**config.mk**
```make
export PLATFORM = sky130hd
export DESIGN_NAME = run_controller
export DESIGN_NICKNAME = d
export VERILOG_FILES = /design/src/rtl/run_controller.sv
export SDC_FILE = /design/constraint.sdc
export NUM_CORES = 1
export LEC_CHECK = 0
export ABC_CLOCK_PERIOD_IN_PS = 4210
export BUFFER_PORTS_ARGS = -buffer_cell sky130_fd_sc_hd__buf_2
export CORE_MARGIN = 2
export CORE_UTILIZATION = 35
export CTS_CLUSTER_DIAMETER = 100
export DETAILED_ROUTE_END_ITERATION = 6
export PLACE_DENSITY = 0.58
export SYNTH_ARGS = -nofsm -noshare
export SYNTH_HDL_FRONTEND = slang
export SYNTH_SLANG_ARGS = --single-unit
```
**constraint.sdc**
```tcl
create_clock -name clk -period 4.21 [get_ports clk]
set_input_delay 0.6315 -clock clk [delete_from_list [all_inputs] [get_ports clk]]
set_output_delay 0.6315 -clock clk [all_outputs]
set_load 0.01 [all_outputs]
```
**src/rtl/run_controller.sv**
```systemverilog
// Test-run sequencer for the single-cycle MIPS computer: holds the CPU in reset,
// runs it, and stops on a completion store or a cycle timeout.
module run_controller #(
   parameter int          n            = 32,
   parameter int          RESET_CYCLES = 4,
   parameter int          TIMEOUT      = 1024,
   parameter int          DONE_ADDR    = 21,
   parameter logic [n-1:0] DONE_DATA   = 32'h00000096
) (
   input  logic         clk,
   input  logic         reset,
   input  logic         start,
   input  logic         abort,
   input  logic         memwrite,
   input  logic [n-1:0] dataadr,
   input  logic [n-1:0] writedata,
   output logic         cpu_reset,
   output logic         cpu_en,
   output logic         busy,
   output logic         done,
   output logic         timeout,
   output logic [31:0]  cycles
);

   typedef enum logic [2:0] {
      IDLE,
      RESET_HOLD,
      RUN,
      DONE,
      FAIL
   } state_t;

   localparam logic [n-1:0] ADDR_C = n'(DONE_ADDR);
   localparam logic [31:0]  HOLD_LAST = 32'(RESET_CYCLES - 1);
   localparam logic [31:0]  TMO_LAST = 32'(TIMEOUT - 1);

   state_t      state_q;
   logic [31:0] hold_q;
   logic [31:0] cycles_q;
   logic        match;

   // X/Z on any compared bit makes this unknown, which the if treats as false
   assign match = memwrite && (dataadr == ADDR_C) &&
                  (writedata == DONE_DATA);

   always_ff @(posedge clk) begin
      if (reset) begin
         state_q  <= IDLE;
         hold_q   <= '0;
         cycles_q <= '0;
      end else begin
         unique case (state_q)
            IDLE, DONE, FAIL: begin
               if (start) begin
                  state_q  <= RESET_HOLD;
                  hold_q   <= '0;
                  cycles_q <= '0;
               end
            end
            RESET_HOLD: begin
               hold_q <= hold_q + 32'd1;
               if (abort) begin
                  state_q <= IDLE;
               end else if (hold_q == HOLD_LAST) begin
                  state_q <= RUN;
               end
            end
            RUN: begin
               cycles_q <= cycles_q + 32'd1;
               if (abort) begin
                  state_q <= IDLE;
               end else if (match) begin
                  state_q <= DONE;
               end else if (cycles_q == TMO_LAST) begin
                  state_q <= FAIL;
               end
            end
            default: state_q <= IDLE;
         endcase
      end
   end

   assign cpu_reset = (state_q == IDLE) || (state_q == RESET_HOLD);
   assign cpu_en    = (state_q == RESET_HOLD) || (state_q == RUN);
   assign busy      = (state_q == RESET_HOLD) || (state_q == RUN);
   assign done      = (state_q == DONE);
   assign timeout   = (state_q == FAIL);
   assign cycles    = cycles_q;

endmodule

```
==> impl_metrics.csv <==
group,metric,value,unit
outcome,status,"completed",
floorplanning,fp.dieW,107,um
sta,setup_viol,0,
cells_and_area,area_growth,21.4,%
sta,maxSlewHeadroom,0.430,
sta,fin_ws,1.63,ns
placed_design,place_area,4330,um2
yosys,avgSynthCellArea,8.06,um2
cells_and_area,multi_input_area,2230,um2
routing,post_drt_wl_per_cell,14.3,um
sta,fin_hold_ws,0.494,ns
global_routing,overflow,0,
power,p_per_area,300,nW/um2
setup_path,endpoint_kind,"flop",
clock_tree,root_buffer,"clkbuf_8",
setup_path,start_kind,"flop",
clock_tree,cts_resized,0,
clock_tree,clockBufferDepth,2,
routing,wl,9.96,mm
global_routing,grt_pass1_vias,3530,
floorplanning,start_util,0.359,
routing,drc,0,
floorplanning,core,10300,um2
floorplanning,num_rows,37,
clock_tree,cts_tree,"yes",
placed_design,dp_slack,1.63,ns
sta,hold_violations,0,
placed_design,hpwlAfterDp,7.19,mm
clock_tree,clk_pin_slew,0.08,ns
sta,period_needed,2.58,ns
cells_and_area,drive_above_1_share,0.278,
global_routing,track_usage,0.181,
routing,vias,3767,
floorplanning,dieArea,11400,um2
placed_design,io_buffers,105,
yosys,synth_seq_cells,67,
power,vdd_ir_drop_max,174,uV
setup_path,cp.required,4.45,ns
yosys,synth_cells,460,
run,maxCapViolCount,0,
routing,drt_iter0_markers,148,
cells_and_area,fin_nets,627,
sta,worst_pin_slew,0.856,ns
setup_path,crit_fanout,15,
cells_and_area,ff_latch_area,1340,um2
setup_path,crit_type,"flop to flop",
floorplanning,die_h,107,um
setup_path,crit_chain,"or3b_1 > nor3_4 > and4_1 > nand4_1 > mux2_1",
sta,max_freq,0.387,GHz
clock_tree,htreeDepth,3,
yosys,async_reset_ff_frac,0,
placed_design,place_congestion,0.842,
sta,rsz0062_at_grt,"false",
sta,finalSetupTns,0,ns
clock_tree,cts_sinks,67,
power,p_leak,1.73,nW
setup_path,max_stage_delay,0.63,ns
sta,clock_skew,0.00814,ns
setup_path,cpMaxStageDelayCell,"or3b_1",
setup_path,arrival,2.82,ns
yosys,synthDistinctLibCells,55,
clock_tree,numCtsBuffers,9,
yosys,yosysSeqAreaShare,0.362,
global_routing,grt_pass1_wl,16.9,mm
routing,viasPerCell,5.40,
clock_tree,clk_latency,0.34,ns
global_routing,grt_max_degree,47,
global_routing,antenna_found_initial,0,
min_path,hp-class,"flop to flop",
cells_and_area,n_fill_cell,1075,
yosys,syn-num-nets,531,
routing,first_pass_iters,4,
sta,finalMaxSlewViolations,0,
yosys,synth_flop_cell,"dfxtp_1",
yosys,syn_area,3710,um2
routing,ant_nets,0,
cells_and_area,final_cell_area,4500,um2
yosys,ys.warnings.count,0,
sta,period_share,0.613,
clock_tree,hold_buffers,0,
cells_and_area,antenna_cells,0,
yosys,synth_edf_count,0,
clock_tree,post_cts_buffers,0,
cells_and_area,post-route-util,0.436,
floorplanning,ios,106,
[final cells by class]
class / instances / share of cell area
clock buffer: 12 / 0.0322
inverter: 10 / 0.00834
clock inverter: 4 / 0.00584
sequential: 67 / 0.298
tap: 136 / 0.0378
timing repair buffer: 108 / 0.122
multi-input combinational: 360 / 0.496
[kinds of logic after synthesis]
logic type,after synthesis,share of synthesized area
DFF,67,0.362
adders and majority gates,2,0.00675
xor gates and xnor gates,3,0.00709
muxes,18,0.0557
and+or+nand+nor,253,0.391
buffers and inverters,33,0.0368
AOI/OAI and AO/OA,84,0.141
[power breakdown]
group	internal, mW	switching (mW)	leakage (nW)
logic	0.0742	0.149	1.10
registers	0.643	0.0120	0.540
clock network	0.229	0.245	0.0863
total	0.946	0.406	1.73
[cell usage in the layout (no fill, tap or decap), types with 3 or more instances in the layout]
cell / netlist / final
a211oi_1: 5 / 5
a21oi_1: 38 / 38
a311oi_1: 6 / 6
a31o_2: 3 / 3
a31oi_1: 4 / 4
and3_1: 9 / 9
and4_1: 6 / 6
buf_2: 4 / 105
buf_4: 2 / 3
clkbuf_8: 0 / 10
dfxtp_1: 67 / 67
inv_1: 10 / 10
mux2_2: 16 / 16
nand2_1: 42 / 42
nand3_1: 27 / 27
nand3b_1: 8 / 8
nand4_1: 26 / 26
nand4b_1: 3 / 3
nor2_1: 56 / 56
nor3_1: 11 / 11
nor3b_1: 5 / 5
nor4_1: 21 / 21
nor4b_1: 3 / 3
nor4bb_1: 3 / 3
o211ai_1: 10 / 10
o21ai_0: 9 / 9
or2_2: 4 / 4
or3_1: 8 / 8
or4_1: 4 / 4
xor2_1: 3 / 3
[stage by stage]
step | power (mW) | cells
global placement | 0.893 | 681
floorplan | 0.812 | 460
detailed placement | 0.896 | 681
finish | 1.35 | 697
global route | 1.43 | 697
CTS | 1.38 | 697
[synthesized netlist by cell type, drive strengths merged (2+ instances only)]
library cell / n / area share
mux2: 18 / 0.056
o211ai: 10 / 0.020
or2: 6 / 0.010
nand3: 28 / 0.039
or3: 8 / 0.014
a21oi: 38 / 0.051
xor2: 3 / 0.0071
a31oi: 4 / 0.0067
or4: 4 / 0.0081
o21ai: 10 / 0.013
nand2: 42 / 0.043
a211oi: 5 / 0.010
nor4bb: 3 / 0.0081
nand4: 28 / 0.053
nand4b: 3 / 0.0071
and2: 3 / 0.0051
nor3b: 5 / 0.010
and3: 9 / 0.015
nor2: 56 / 0.057
and4: 6 / 0.014
clkbuf: 17 / 0.017
a31o: 3 / 0.0071
nand3b: 8 / 0.016
ha: 2 / 0.0067
nor4: 23 / 0.047
inv: 10 / 0.010
or3b: 2 / 0.0054
a311oi: 6 / 0.014
nor3: 13 / 0.022
nor4b: 4 / 0.014
a21o: 2 / 0.0040
dfxtp: 67 / 0.36
buf: 6 / 0.0094
[critical path, delay by kind of cell (launching register included)]
family | cells | cell delay, ns
flops | 1 | 0.41
mux | 1 | 0.32
simple gates | 4 | 1.73
[flip-flops by register name (all words and copies together) (netlist names)]
signal   count
state_q      3
cycles      32
hold_q      32
[final timing paths]
check	start	slack, ns	to	depth (start not counted)
max	state_q[0]$_SDFFE_PP0P_	1.63	hold_q[31]$_SDFFE_PP0P_	5
min	hold_q[11]$_SDFFE_PP0P_	0.49	hold_q[11]$_SDFFE_PP0P_	2
min reg2reg	hold_q[11]$_SDFFE_PP0P_	0.49	hold_q[11]$_SDFFE_PP0P_	2
max reg2reg	state_q[0]$_SDFFE_PP0P_	1.63	hold_q[31]$_SDFFE_PP0P_	5
[routing by layer]
layer	track usage	part of all wire	vias up
met5	0	0	-
met4	0.0557	0.021	0
met3	0.0565	0.041	20
met2	0.293	0.47	72
met1	0.230	0.47	1742
li1	-	-	1933
Power figures use the tool's default switching activity.
